File: config.mk
export PLATFORM = sky130hd
export DESIGN_NAME = tx_chip_gen
export DESIGN_NICKNAME = d
export VERILOG_FILES = /design/src/rtl/tx_chip_gen.sv
export SDC_FILE = /design/constraint.sdc
export NUM_CORES = 1
export LEC_CHECK = 0
export ABC_AREA = 1
export CORE_MARGIN = 2
export CORE_UTILIZATION = 41
export DETAILED_ROUTE_END_ITERATION = 6
export GPL_TIMING_DRIVEN = 0
export PLACE_DENSITY = 0.68
export SYNTH_ARGS = -nofsm -noshare
export SYNTH_HDL_FRONTEND = slang
export SYNTH_SLANG_ARGS = --single-unit
File: constraint.sdc
create_clock -name i_clk -period 3.6 [get_ports i_clk]
set_clock_uncertainty 0.05 [all_clocks]
set_input_delay 0.54 -clock i_clk [delete_from_list [all_inputs] [get_ports i_clk]]
set_output_delay 0.54 -clock i_clk [all_outputs]
set_load 0.005 [all_outputs]
File: src/rtl/tx_chip_gen.sv
// tx_chip_gen: transmit chip timing generator for the 802.15.4 O-QPSK path.
// Takes 4-bit symbols over valid/ready, expands each to its 32-chip sequence
// and shifts the chips out c0 first, each chip held for nb clocks.
//
// state | meaning
// IDLE  | nothing in flight, o_chip held low, waiting for the hold register
// SEND  | shifting out the 32 chips of the current symbol
module tx_chip_gen #(
   parameter int unsigned NB_P_MIN = 4
) (
   input  logic       i_clk,
   input  logic       i_rst,
   input  logic [5:0] i_nb_P,
   input  logic [3:0] i_sym,
   input  logic       i_sym_valid,
   output logic       o_sym_ready,
   output logic       o_chip,
   output logic       o_chip_en,
   output logic       o_sym_done,
   output logic       o_busy
);

   typedef enum logic {IDLE = 1'b0, SEND = 1'b1} state_t;

   // Symbol 0 written as a string: c0 is the MSB, c31 the LSB.
   localparam logic [31:0] SEQ0   = 32'b1101_1001_1100_0011_0101_0010_0010_1110;
   localparam logic [5:0]  NB_MIN = 6'(NB_P_MIN);

   // Returns the chip sequence with chip i at bit i, so shifter[0] is the
   // chip on air. Symbols 1-7 rotate symbol 0 right by 4 chips per step;
   // the upper half inverts the odd-indexed chips.
   function automatic logic [31:0] chip_map(input logic [3:0] sym);
      logic [31:0] seq;
      logic [4:0]  src;
      seq = '0;
      for (int i = 0; i < 32; i++) begin
         src    = 5'(i) - {sym[2:0], 2'b00};
         seq[i] = SEQ0[5'd31 - src] ^ (sym[3] & i[0]);
      end
      return seq;
   endfunction

   state_t      state_q, state_d;
   logic        hold_full_q, hold_full_d;
   logic [3:0]  hold_sym_q, hold_sym_d;
   logic [31:0] shifter_q, shifter_d;
   logic [5:0]  cnt_q, cnt_d;
   logic [5:0]  nb_q, nb_d;
   logic [4:0]  idx_q, idx_d;

   logic        chip_last;
   logic        sym_last;
   logic        accept;
   logic        load;
   logic [5:0]  nb_load;

   assign chip_last = (state_q == SEND) && (cnt_q == nb_q - 6'd1);
   assign sym_last  = chip_last && (idx_q == 5'd31);
   // Ready is low while hold_full is set, so accept and load never coincide.
   assign accept    = i_sym_valid && !hold_full_q;
   assign load      = hold_full_q && ((state_q == IDLE) || sym_last);
   assign nb_load   = (i_nb_P < NB_MIN) ? NB_MIN : i_nb_P;

   // State registers, cleared asynchronously; reset drops any held symbol.
   always_ff @(posedge i_clk or posedge i_rst) begin
      if (i_rst) begin
         state_q     <= IDLE;
         hold_full_q <= 1'b0;
         hold_sym_q  <= '0;
         shifter_q   <= '0;
         cnt_q       <= '0;
         nb_q        <= '0;
         idx_q       <= '0;
      end else begin
         state_q     <= state_d;
         hold_full_q <= hold_full_d;
         hold_sym_q  <= hold_sym_d;
         shifter_q   <= shifter_d;
         cnt_q       <= cnt_d;
         nb_q        <= nb_d;
         idx_q       <= idx_d;
      end
   end

   // Next-state logic: chip timing, shifting, gapless reload and handshake.
   always_comb begin
      state_d     = state_q;
      hold_full_d = hold_full_q;
      hold_sym_d  = hold_sym_q;
      shifter_d   = shifter_q;
      cnt_d       = cnt_q;
      nb_d        = nb_q;
      idx_d       = idx_q;

      case (state_q)
         IDLE: begin
            cnt_d = '0;
         end
         SEND: begin
            if (chip_last) begin
               cnt_d     = '0;
               shifter_d = {1'b0, shifter_q[31:1]};
               idx_d     = idx_q + 5'd1;
               if (idx_q == 5'd31) begin
                  state_d = IDLE;
               end
            end else begin
               cnt_d = cnt_q + 6'd1;
            end
         end
         default: begin
            state_d = IDLE;
         end
      endcase

      // A load overrides the end-of-symbol return to IDLE, giving
      // back-to-back symbols with no idle cycle.
      if (load) begin
         state_d     = SEND;
         shifter_d   = chip_map(hold_sym_q);
         nb_d        = nb_load;
         cnt_d       = '0;
         idx_d       = '0;
         hold_full_d = 1'b0;
      end

      if (accept) begin
         hold_full_d = 1'b1;
         hold_sym_d  = i_sym;
      end
   end

   assign o_sym_ready = !hold_full_q;
   assign o_busy      = (state_q == SEND);
   assign o_chip      = (state_q == SEND) && shifter_q[0];
   assign o_chip_en   = (state_q == SEND) && (cnt_q == 6'd0);
   assign o_sym_done  = sym_last;

endmodule

# Word level (Yosys, flattened, before mapping)
# Memory sizes are Yosys's and may differ from the RTL's.
# Cells that the tools add are included.
# word_totals
regBits,55
rom_bits,1024
out_inout_bits,5
word_cells,219
input_bits,13
ramBits,0
latchBits,0
mem_count,32
# memory_table
name,words,width,rd,rd_ports_with_merged_regs,write_ports,line_no,source
(name not given),32,1,1,0,0,38,seq[i] = SEQ0[5'd31 - src] ^ (sym[3] & i[0]);
(name not given),32,1,1,0,0,38,
(name not given),32,1,1,0,0,38,
(name not given),32,1,1,0,0,38,
(name not given),32,1,1,0,0,38,
(name not given),32,1,1,0,0,38,
+26 memories,-,-,-,-,-,-,
# op_classes
div_mod_pow,0
add_sub_neg,67
n_bitwise,17
order_cmp,33
shifts,0
muxes,48
n_reduce_logical,13
multipliers,0
n_eq_ne,2
# op_table
cell,n
"5-bit subtractor, first input constant",48
"5-bit by 6-bit < comparator with 1-bit output, second input constant",32
32-bit two-way mux,3
"4-bit by 5-bit subtractor with 5-bit output, first input constant",8
1-bit two-way mux,38
"3-bit by 5-bit subtractor with 5-bit output, first input constant",4
6-bit two-way mux,3
1-bit bitwise XOR,16
5-bit two-way mux,3
6-bit one-hot mux with 2 select lines,1
"1-bit by 5-bit subtractor with 5-bit output, first input constant",2
"2-bit by 5-bit subtractor with 5-bit output, first input constant",2
"6-bit by 1-bit adder with 6-bit output, second input constant",1
6-bit == test,1
1-bit logical AND,6
6-bit logical NOT,1
"6-bit by 3-bit < comparator with 1-bit output, second input constant",1
2-bit nonzero test,3
"6-bit by 1-bit subtractor with 6-bit output, second input constant",1
"5-bit by 1-bit adder with 5-bit output, second input constant",1
"5-bit == test, second input constant",1
2-bit AND reduction,1
1-bit logical NOT,1
1-bit logical OR,1
1-bit NOT,1

# Logic depth before layout (Yosys ltp)
# depth
depth_word,8
ltp_mapped,16
ltp_nobuf,15

# Worst setup path before layout
# No wires, ideal clock.
# synth_timing
path_type,register -> register
start,register hold_sym_q[0]
end,register shifter_q[16]
period_less_slack_ns,1.909
t_arrival_ns,1.741
t_required_ns,3.432
setup_ns,0.118
slack_ns,1.691
n_path_buf,0
path_stages_with_launch,12
cell_sequence,dfrtp_1 clkinv_1 ha_1 or2_2 nand2_1 inv_1 nand2_1 o21ai_0 inv_1 nand3_1 nand3_1 nand2_1
# synth_between
elab_chain_cells,5
# synth_lines
item,line_no,source
"start, declared",45,"logic [3:0] hold_sym_q, hold_sym_d;"
"start signal, assigned",77,hold_sym_q <= hold_sym_d;
5-bit subtractor,37,"src = 5'(i) - {sym[2:0], 2'b00};"
5-bit subtractor,38,
memory 32 x 1 bit,-,
1-bit two-way mux (implied by the code),38,
32-bit two-way mux,118,if (load) begin
"end signal, assigned",78,shifter_q <= shifter_d;
"end, declared",46,"logic [31:0] shifter_q, shifter_d;"
# Every way passes these cells. The select of a mux whose other input is x is not followed.
# A chain may end at the register's enable or synchronous reset.

# Worst setup path in the final report
# layout_timing
start,register nb_q[0]
end,output port o_sym_done
# layout_between
elab_chain_cells,4
# layout_lines
item,line_no,source
"start, declared",48,"logic [5:0] nb_q, nb_d;"
"start signal, assigned",80,nb_q <= nb_d;
6-bit by 1-bit subtractor with 6-bit output,57,assign chip_last = (state_q == SEND) && (cnt_q == nb_q - 6'd1);
6-bit == test,57,
1-bit logical AND,57,
1-bit logical AND,58,assign sym_last = chip_last && (idx_q == 5'd31);
"end, declared",19,"output logic o_sym_done,"
# Every way passes these cells.

==> metrics.md <==
| Metric | Value |
|---|---|
| Cells after Synth | `~480` |
| CTS-repair resized insts | `0` |
| Die Y | `about 96 um` |
| Post-synth EDFFs | `0` |
| # DRC | `0` |
| Routability cong. | `between 0.9 and 1` |
| Die Width | `96.2 um` |
| Ys async rst share | `1.00` |
| Post-Synth XOR/XNOR Area | `0.0528` |
| WHS | `between 0.4 and 0.5 ns` |
| Worst R2R End | `shifter_q[16]` |
| Clock Path Buffers | `2` |
| Diodes inserted | `0` |
| Final Hold Vio Count | `0` |
| Crit Path Max Fanout | `4` |
| Crit path capture type | `output port` |
| Post-synthesis mux area share | `0` |
| Largest net degree at the start of global routing | `33` |
| PnR Total Power | `2420 uW` |
| Setup TNS | `0 ns` |
| DRT Wirelength | `~7600 um` |
| Max Clk Rate | `between 300 and 400 MHz` |
| Port buffer count | `17` |
| Routed length per placed instance | `between 10 and 15 um` |
| Post-DR vias/cell | `a little under 5` |
| CP required | `between 3 and 4 ns` |
| Levels on crit path | `9` |
| Worst vdd ir | `295 uV` |
| Max cap viols | `0` |
| Clock Latency Late Sink | `~0.32 ns` |
| Final setup margin | `between 0.7 and 0.8 ns` |
| Drt pass-1 iters | `4` |
| Outcome | `finished, final reports clean` |
| CTS clk-pin slew, worst paths | `0.10 ns` |
| Critical path, cell by cell | `inv_2, ha_1, xnor2_1, nor2_1, nand2_1, nor2_2, nand3_2, inv_1, clkdlybuf4s50_1` |
| Minimum clock period | `2.86 ns` |
| Fillers | `829` |
| Vias | `2990` |
| DP Worst Slack | `about 1.1 ns` |
| RSZ-0062 raised after global routing | `no` |
| Slew Limit Fails | `0` |
| Die ar. | `9250 um^2` |
| Cell variety after synth | `31` |
| Global Route Usage Sum | `0.184` |
| Num CTS Buffers | `5` |
| Seq/Total Area, Yosys | `0.395` |
| Final nets | `533` |
| # rows | `33` |
| WP buf/inv | `3` |
| Critical Path Start Type | `register` |
| Reg-to-reg slack, setup | `~1.3 ns` |
| Adder-Cell Fraction of Synth Area | `0.0431` |
| Most frequent cells in the layout | `nand2_1 (138), nand3_1 (59), dfrtp_1 (55), inv_1 (54), nor2_1 (44)` |
| Ratio of cells with drive above 1 in the final layout | `0.108` |
| Final setup vio count | `0` |
| Number of synthesized register bits | `between 50 and 60` |
| H-tree depth | `2` |
| I/O pins | `18` |
| Worst EP arrival | `2.27 ns` |
| Pleak | `approximately 0.0021 uW` |
| First-pass GRT wire length | `approximately 13000 um` |
| Core box area | `just over 8000 um^2` |
| CTS Hold Buffers Added | `0` |
| Synth Area per Inst | `just over 7 um^2` |
| Dominant synthesized flop cell | `dfrtp_1` |
| Sink Count | `55` |
| Worst reg2reg path startpoint | `hold_sym_q[0]` |
| Cell Area, Synth | `approximately 3500 um^2` |
| Worst path max stage delay | `slightly below 0.5 ns` |
| Setup crit start | `nb_q[0]` |
| GR Overflow Total | `0` |
| Worst-margin pin slew | `between 0.7 and 0.8 ns` |
| ANT nets after route | `0` |
| Syn Nets | `508` |
| Initial Utilization | `0.424` |
| FF-to-FF path depth | `11` |
| Synth warn | `0` |
| Vias in the first global route | `about 2900` |
| Synth Area in Compound Gates | `0.0636` |
| Most common cell after layout, fill and taps aside | `nand2_1` |
| Pwr Density | `a little over 600 nW/um^2` |
| Crit Path Class | `reg -> out` |
| Slew headroom | `0.531` |
| Synth Area in Simple Gates | `0.339` |
| Total setup buffers inserted after CTS | `0` |
| Worst setup endpoint | `o_sym_done` |
| Critical path's top delay family | `buffers and inverters` |
| Area grow syn2layout | `11.9%` |
| Largest family of logic cells by synthesized area | `simple AND/OR/NAND/NOR gates` |
| Initial antenna violation count | `0` |
| Hold Path Class | `reg -> reg` |
| DR iter-0 viols | `approximately 190` |
| Post-DP HPWL | `around 5700 um` |
| CTS tree | `built` |
| Root buffer cell | `clkbuf_8` |
| Final worst-path cycle share | `0.794` |
| CP max stage cell | `clkdlybuf4s50_1` |
[area by class of cell]
cell class	instances	area, um^2	area share
buffer	20	136	0.0350
multi-input combinational	346	1740	0.446
sequential	55	1380	0.353
inverter	62	233	0.0597
clock inverter	3	15.0	0.00385
clock buffer	5	68.8	0.0177
tap	105	131	0.0337
timing repair buffer	18	198	0.0508
[metrics by stage]
stage / area (um^2) / instances / utilization
final: 3890 / 614 / 0.474
after global routing: 3890 / 614 / 0.474
after CTS: 3890 / 614 / 0.474
after detailed placement: 3810 / 606 / 0.464
after global placement: 3780 / 605 / 0.460
after floorplan: 3480 / 483 / -
[logic make-up after synthesis]
| kind of cell | Yosys count |
|---|---|
| adders and majority gates | 12 |
| xor gates and xnor gates | 21 |
| DFF | 55 |
| AOI/OAI and AO/OA | 43 |
| and+or+nand+nor | 270 |
| buffers and inverters | 82 |
[sequential cells by signal, indices dropped and copies added, names as in the netlist]
name	flops
shifter_q	32
cnt_q	6
hold_full_q	1
hold_sym_q	4
nb_q	6
o_busy	1
idx_q	5
[synthesized netlist by cell type, types with 6 or more instances]
| library cell | n | area, um^2 |
|---|---|---|
| nand2_1 | 138 | 518 |
| nand3_1 | 59 | 295 |
| dfrtp_1 | 55 | 1380 |
| inv_1 | 55 | 206 |
| nor2_1 | 44 | 165 |
| o21ai_0 | 19 | 95.1 |
| xor2_1 | 18 | 158 |
| nand2_2 | 14 | 87.6 |
| a21oi_1 | 12 | 60.1 |
| ha_1 | 12 | 150 |
| o21ai_1 | 9 | 45.0 |
| buf_2 | 7 | 35.0 |
| buf_4 | 6 | 45.0 |
| inv_2 | 6 | 22.5 |
[how the worst min path moves through the flow]
stage                        startpoint  cells past startpoint             to  slack [ns]
final                      shifter_q[7]                      2   shifter_q[7]        0.44
after global routing       shifter_q[7]                      2   shifter_q[7]        0.46
after floorplan           shifter_q[23]                      2  shifter_q[23]        0.40
after CTS                 shifter_q[22]                      2  shifter_q[22]        0.44
after detailed placement  shifter_q[10]                      2  shifter_q[10]        0.42
after global placement    shifter_q[24]                      2  shifter_q[24]        0.41
[worst min-delay path, delay by kind of cell (launching register included)]
family	cells	cell delay [ns]
flops	1	0.35
simple gates	2	0.11
[report_power, final]
| group | leakage, uW | total [uW] | internal (uW) | switching, uW |
|---|---|---|---|---|
| combinational | 0.00138 | 1080 | 433 | 644 |
| sequential | 0.000652 | 1010 | 834 | 173 |
| clock | 0.0000477 | 339 | 134 | 205 |
[layer usage]
layer | GRT usage | up-vias | wire (um)
li1 | - | 1546 | -
met2 | 0.301 | 44 | 3530
met3 | 0.0290 | 17 | 244
met5 | 0 | - | 0
met4 | 0.0714 | 0 | 186
met1 | 0.245 | 1383 | 3670
Note: power is estimated with default switching activity, not from simulation.
